**src/rtl/h_pc_ctrl_if.sv**
```systemverilog
// h_pc_ctrl_if: control/status bundle between the Hack decode/ALU side and the PC stage.
interface h_pc_ctrl_if #(parameter int WIDTH = 16);
   logic             reset;
   logic             stall;
   logic             is_c_inst;
   logic [2:0]       jbits;
   logic             zr;
   logic             ng;
   logic [WIDTH-1:0] a_reg;
   logic [WIDTH-1:0] pc;
   logic             jumped;
   logic             halted;
   modport master (output reset, stall, is_c_inst, jbits, zr, ng, a_reg,
                   input  pc, jumped, halted);
   modport slave  (input  reset, stall, is_c_inst, jbits, zr, ng, a_reg,
                   output pc, jumped, halted);
endinterface

```
**src/rtl/h_pc_ctrl.sv**
```systemverilog
// h_pc_ctrl: Hack program counter with jump evaluation; PC_HALT_DETECT_EN adds jump-to-self halt.
module h_pc_ctrl #(
   parameter int               WIDTH     = 16,
   parameter logic [WIDTH-1:0] RESET_VEC = '0
) (
   input  logic       clk,
   input  logic       rst_n,
   h_pc_ctrl_if.slave bus
);
   logic [WIDTH-1:0] r_pc;
   logic             r_jumped;
   logic             r_halted;
   logic             w_taken;
   logic             w_freeze;
   logic             w_self;
   assign w_taken = bus.is_c_inst & ((bus.jbits[2] & bus.ng) | (bus.jbits[1] & bus.zr) |
                                     (bus.jbits[0] & ~bus.ng & ~bus.zr));
`ifdef PC_HALT_DETECT_EN
   assign w_freeze = r_halted;
   assign w_self   = w_taken & (bus.a_reg == r_pc);
`else
   assign w_freeze = 1'b0;
   assign w_self   = 1'b0;
`endif
   always_ff @(posedge clk or negedge rst_n) begin
      if (!rst_n) begin
         r_pc     <= RESET_VEC;
         r_jumped <= 1'b0;
         r_halted <= 1'b0;
      end else if (bus.reset) begin
         r_pc     <= RESET_VEC;
         r_jumped <= 1'b0;
         r_halted <= 1'b0;
      end else if (!bus.stall && !w_freeze) begin
         r_pc     <= w_taken ? bus.a_reg : r_pc + WIDTH'(1);
         r_jumped <= w_taken;
         r_halted <= w_self;
      end
   end
   assign bus.pc     = r_pc;
   assign bus.jumped = r_jumped;
   assign bus.halted = r_halted;
endmodule
```
**src/flat_wrapper.sv**
```systemverilog
// flat-port wrapper written by rule: the top's interface ports become plain ports
module h_pc_ctrl_flat 
#(
   parameter int               WIDTH     = 16,
   parameter logic [WIDTH-1:0] RESET_VEC = '0
)
  (clk, rst_n, bus_reset, bus_stall, bus_is_c_inst, bus_jbits, bus_zr, bus_ng, bus_a_reg, bus_pc, bus_jumped, bus_halted);
  h_pc_ctrl_if #(.WIDTH(WIDTH)) bus_i ();
  input  logic clk;
  input  logic rst_n;
  input wire logic [$bits(bus_i.reset)-1:0] bus_reset;
  input wire logic [$bits(bus_i.stall)-1:0] bus_stall;
  input wire logic [$bits(bus_i.is_c_inst)-1:0] bus_is_c_inst;
  input wire logic [$bits(bus_i.jbits)-1:0] bus_jbits;
  input wire logic [$bits(bus_i.zr)-1:0] bus_zr;
  input wire logic [$bits(bus_i.ng)-1:0] bus_ng;
  input wire logic [$bits(bus_i.a_reg)-1:0] bus_a_reg;
  output wire logic [$bits(bus_i.pc)-1:0] bus_pc;
  output wire logic [$bits(bus_i.jumped)-1:0] bus_jumped;
  output wire logic [$bits(bus_i.halted)-1:0] bus_halted;
  assign bus_i.reset = bus_reset;
  assign bus_i.stall = bus_stall;
  assign bus_i.is_c_inst = bus_is_c_inst;
  assign bus_i.jbits = bus_jbits;
  assign bus_i.zr = bus_zr;
  assign bus_i.ng = bus_ng;
  assign bus_i.a_reg = bus_a_reg;
  assign bus_pc = bus_i.pc;
  assign bus_jumped = bus_i.jumped;
  assign bus_halted = bus_i.halted;
  h_pc_ctrl #(.WIDTH(WIDTH), .RESET_VEC(RESET_VEC)) u_core (.clk(clk), .rst_n(rst_n), .bus(bus_i));
endmodule
```
**config.mk**
```make
export PLATFORM = sky130hd
export DESIGN_NAME = h_pc_ctrl_flat
export DESIGN_NICKNAME = d
export VERILOG_FILES = /design/src/rtl/h_pc_ctrl_if.sv /design/src/rtl/h_pc_ctrl.sv /design/src/flat_wrapper.sv
export SDC_FILE = /design/constraint.sdc
export NUM_CORES = 1
export LEC_CHECK = 0
export ABC_AREA = 1
export BUFFER_PORTS_ARGS = -buffer_cell sky130_fd_sc_hd__buf_4
export CAP_MARGIN = 20
export CORE_ASPECT_RATIO = 1.4
export CORE_MARGIN = 2
export CORE_UTILIZATION = 47
export CTS_CLUSTER_SIZE = 24
export DETAILED_ROUTE_END_ITERATION = 12
export PLACE_DENSITY = 0.85
export SYNTH_ARGS = -nofsm -noshare
export SYNTH_HDL_FRONTEND = slang
export SYNTH_SLANG_ARGS = --single-unit
```
**constraint.sdc**
```tcl
create_clock -name clk -period 2.35 [get_ports clk]
set_clock_uncertainty 0.15 [all_clocks]
set_input_delay 0.47 -clock clk [delete_from_list [all_inputs] [get_ports clk]]
set_output_delay 0.47 -clock clk [all_outputs]
set_load 0.1 [all_outputs]
```
# Word-level counts from Yosys, hierarchy flattened
# Index checks and enable logic that the tools add are counted.
# word_totals
register_bits	18
inputBits	26
output_inout_bits	18
elab_cells	21
# classes
n_addsub	1
eq_ne	1
muxes	7
bitwise_logic	9
# ops
cell	count
$mux 16	3
$add 16x1->16 const B	1
$and 1x1->1	5
$mux 1	4
$ne 2x2->1 const B	1
$not 1->1	2
$or 1x1->1	2

# Logic depth before layout (Yosys ltp)
# depth
ltp_word	8
depth_mapped	9
depth_no_buf	9

# Worst setup path after synthesis
# Ideal clock, no wire load.
# synth_path
path_kind	reg-to-reg
startpoint	register u_core.r_pc[1] (netlist: u_core.bus.pc[1])
endpoint	register u_core.r_pc[10] (netlist: u_core.bus.pc[10])
setup_ps	120
arrival_time_ps	1911
required_ps	2080
slack_ps	169
path_stages_with_launch	9
path_buffers	0
cell_sequence	dfrtp_1 ha_1 nand3_2 inv_2 nand2_2 o21ai_1 nand3_1 nand2_1 nand2_1
# synth_via
elab_chain_cells	4
# synth_lines
element	line	text
from (decl)	h_pc_ctrl.sv:10	logic [WIDTH-1:0] r_pc;
from (signal assigned)	h_pc_ctrl.sv:35	r_pc <= w_taken ? bus.a_reg : r_pc + WIDTH'(1);
$add 16x1->16	h_pc_ctrl.sv:35	
$mux 16	h_pc_ctrl.sv:35	
$mux 16	h_pc_ctrl.sv:34	end else if (!bus.stall && !w_freeze) begin
$mux 16	h_pc_ctrl.sv:30	end else if (bus.reset) begin
# Every way passes these cells. The select of a mux whose other input is x is not followed.
# A chain may end at the register's enable or synchronous reset.

# Worst setup path in the final report
# layout_path
startpoint	register u_core.r_pc[2] (netlist: u_core.bus.pc[2])
endpoint	output bus_pc[2]
# layout_lines
element	line	text
to (decl)	flat_wrapper.sv:18	output wire logic [$bits(bus_i.pc)-1:0] bus_pc;
# No word-level cell between the ends.

==> impl_metrics.tcl <==
set metrics [dict create \
    r2r-start "u_core.bus.pc[0]" \
    async_flop_share_pct 100 \
    synth-seq-cells 17 \
    clk_latency_ps 290 \
    grt_pass1_wl_mm 5.24 \
    drt-vias-per-instance 4.80 \
    hp-start "bus_a_reg[2]" \
    ys_types 24 \
    cp.required_ps 1730 \
    hold_end "u_core.bus.pc[2]" \
    diodes 0 \
    worst-path-buf-inv 1 \
    synth_edf_count 0 \
    regToRegSetupSlack_ps 800 \
    synth_area_um2 1290 \
    pin_count 44 \
    seq_area_frac_synth_pct 32.9 \
    routed_wl_mm 2.99 \
    cts_tree "built" \
    final_cell_area_um2 1660 \
    die_w_um 48.3 \
    ctsLongestPathBuffers 2 \
    syn-num-nets 214 \
    combPwrFrac_pct 35.0 \
    switching_share_pct 41.1 \
    clock_sinks 17 \
    path_class "reg -> out" \
    cp_cell_sequence "buf_4" \
    ys_warn_count 0 \
    ant_nets 0 \
    grtUsageTotal_pct 20.5 \
    slowest_stage "dfrtp_1" \
    drtPass1Iterations 4 \
    route.vias.total 1278 \
    power_frac_clock_pct 21.4 \
    outcome "complete, no violations" \
    yosysMostFrequentCell "nand2_1" \
    htree_levels 1 \
    drt_iter0_markers 22 \
    initial_utilization_pct 49.4 \
    maxCapViolations 0 \
    critPathTopFamily "flip-flops" \
    synthTopCellsByArea "dfrtp_1 33%, nand2_1 20%, nand3_1 8.9%" \
    die_h_um 66.1 \
    wl_per_cell_um 11.2 \
    area_delta_synth_final_pct 28.5 \
    crit_arrival_ps 1130 \
    setup_tns_ps 0 \
    report.final.slew_viol_count 0 \
    rr_worst_depth 8 \
    worstSetupStartpointType "flip-flop" \
    rows 22 \
    ys_dominant_reg_cell "dfrtp_1" \
    core_um2 2620 \
    drive_gt1_share_pct 28.7 \
    path_clk_slew_ps 110 \
    syn_inst 187 \
    cts_resized 0 \
    place_area_um2 1620 \
    p_per_area_nw_per_um2 459 \
    fmax_mhz 572 \
    numPortBuffers 42 \
    cts_buffers 3 \
    grt_overflow 0 \
    antenna_found_initial 0 \
    synth_top_area_cell "dfrtp_1" \
    drcViolationCount 0 \
    final_util_pct 63.5 \
    reg2reg_to "u_core.bus.pc[10]" \
    end_kind "output pin" \
    rsz0062_at_grt "no" \
    setup_viol 0 \
    p_leak_uw 0.000861 \
    post_cts_buffers 0 \
    p_int_uw 449 \
    min_path_type "in -> reg" \
    pwr-share-seq_pct 43.6 \
    whs_ps 236 \
    vdd_ir_drop_max_mv 0.280 \
    grt_start_max_net_pins 18 \
    worstPathMaxFanout 6 \
    dieArea_um2 3190 \
    yosys-top-cells-count "70 x nand2_1, 23 x nand3_1, 19 x inv_1" \
    cts_hold_buf 1 \
    crit_path_max_incr_delay_ps 490 \
    place_congestion 0.874 \
    synth.top_cell.area_share_pct 32.9 \
    grt_pass1_vias 1239 \
    avgSynthCellArea_um2 6.91 \
    hold_path_depth 3 \
    hold_viol_final 0 \
    hpwl_mm 2.34 \
    period_share_pct 74.4 \
    p_sw_uw 313 \
    layout_min_cycle_time_ps 1750 \
    layout.nets 258 \
    cts_root_buf "clkbuf_4" \
]
[state kept, by name, summed over array words and instances (netlist names)]
name and count:
u_core.bus.pc 16, u_core.bus.jumped 1
[routing by layer]
layer | part of all wire [%] | vias to the layer above | track usage (%) | wire length (um)
met5 | 0 | - | 0 | 0
met4 | 0.97 | 0 | 6.79 | 29
met3 | 4.4 | 2 | 3.17 | 132
met2 | 53 | 30 | 40.3 | 1590
met1 | 41 | 574 | 22.2 | 1230
li1 | - | 672 | - | -
[metrics by stage]
step	std cells	total power, uW	worst slack [ps]
6_report	266	762	601
5_1_grt	266	799	564
4_1_cts	266	765	596
3_5_place_dp	261	605	701
3_3_place_gp	261	602	739
2_1_floorplan	187	526	169
[layout make-up]
cell class                      instances  area (um2)
Timing Repair Buffer                   43         325
Sequential cell                        17         425
Tap cell                               36        45.0
Multi-Input combinational cell        145         759
Fill cell                             255         955
Inverter                               21        78.8
Clock buffer                            4        26.3
[power by group through the flow]
| stage | combinational (uW) | clock (uW) | sequential [uW] |
|---|---|---|---|
| 2_1_floorplan | 77.3 | 0 | 448 |
| 3_3_place_gp | 264 | 0 | 338 |
| 3_5_place_dp | 267 | 0 | 338 |
| 4_1_cts | 268 | 164 | 332 |
| 5_1_grt | 283 | 179 | 336 |
| 6_report | 267 | 163 | 332 |
[worst max path at each step]
stage                     startpoint                 to  slack [ps]  cells after the start
detailed placement            bus_ng   u_core.bus.pc[7]         700                      8
finish              u_core.bus.pc[2]          bus_pc[2]         600                      1
floorplan           u_core.bus.pc[1]  u_core.bus.pc[10]         170                      8
CTS                 u_core.bus.pc[2]          bus_pc[2]         600                      1
global route        u_core.bus.pc[2]          bus_pc[2]         560                      1
global placement              bus_ng   u_core.bus.pc[2]         740                      8
[cell families (layout without fill, tap and decap cells)]
family | count (synthesis) | after routing | synth area share [%]
other | 1 | 1 | 0.290
adder cells (fa/ha/maj) | 1 | 1 | 0.968
buffers and inverters | 25 | 68 | 8.33
AO/OA/AOI/OAI | 6 | 6 | 3.19
flip-flops | 17 | 17 | 32.9
XOR/XNOR | 7 | 7 | 4.74
AND/OR/NAND/NOR | 130 | 130 | 49.6
[placed cells by master (no fill, tap or decap), drive strengths merged, types with 5 or more instances in the layout]
cell    count
nand4       5
o21ai       5
buf        42
nand2      75
nand3b      5
dfrtp      17
inv        21
nor2       18
nand3      27
Power figures use the tool's default switching activity.
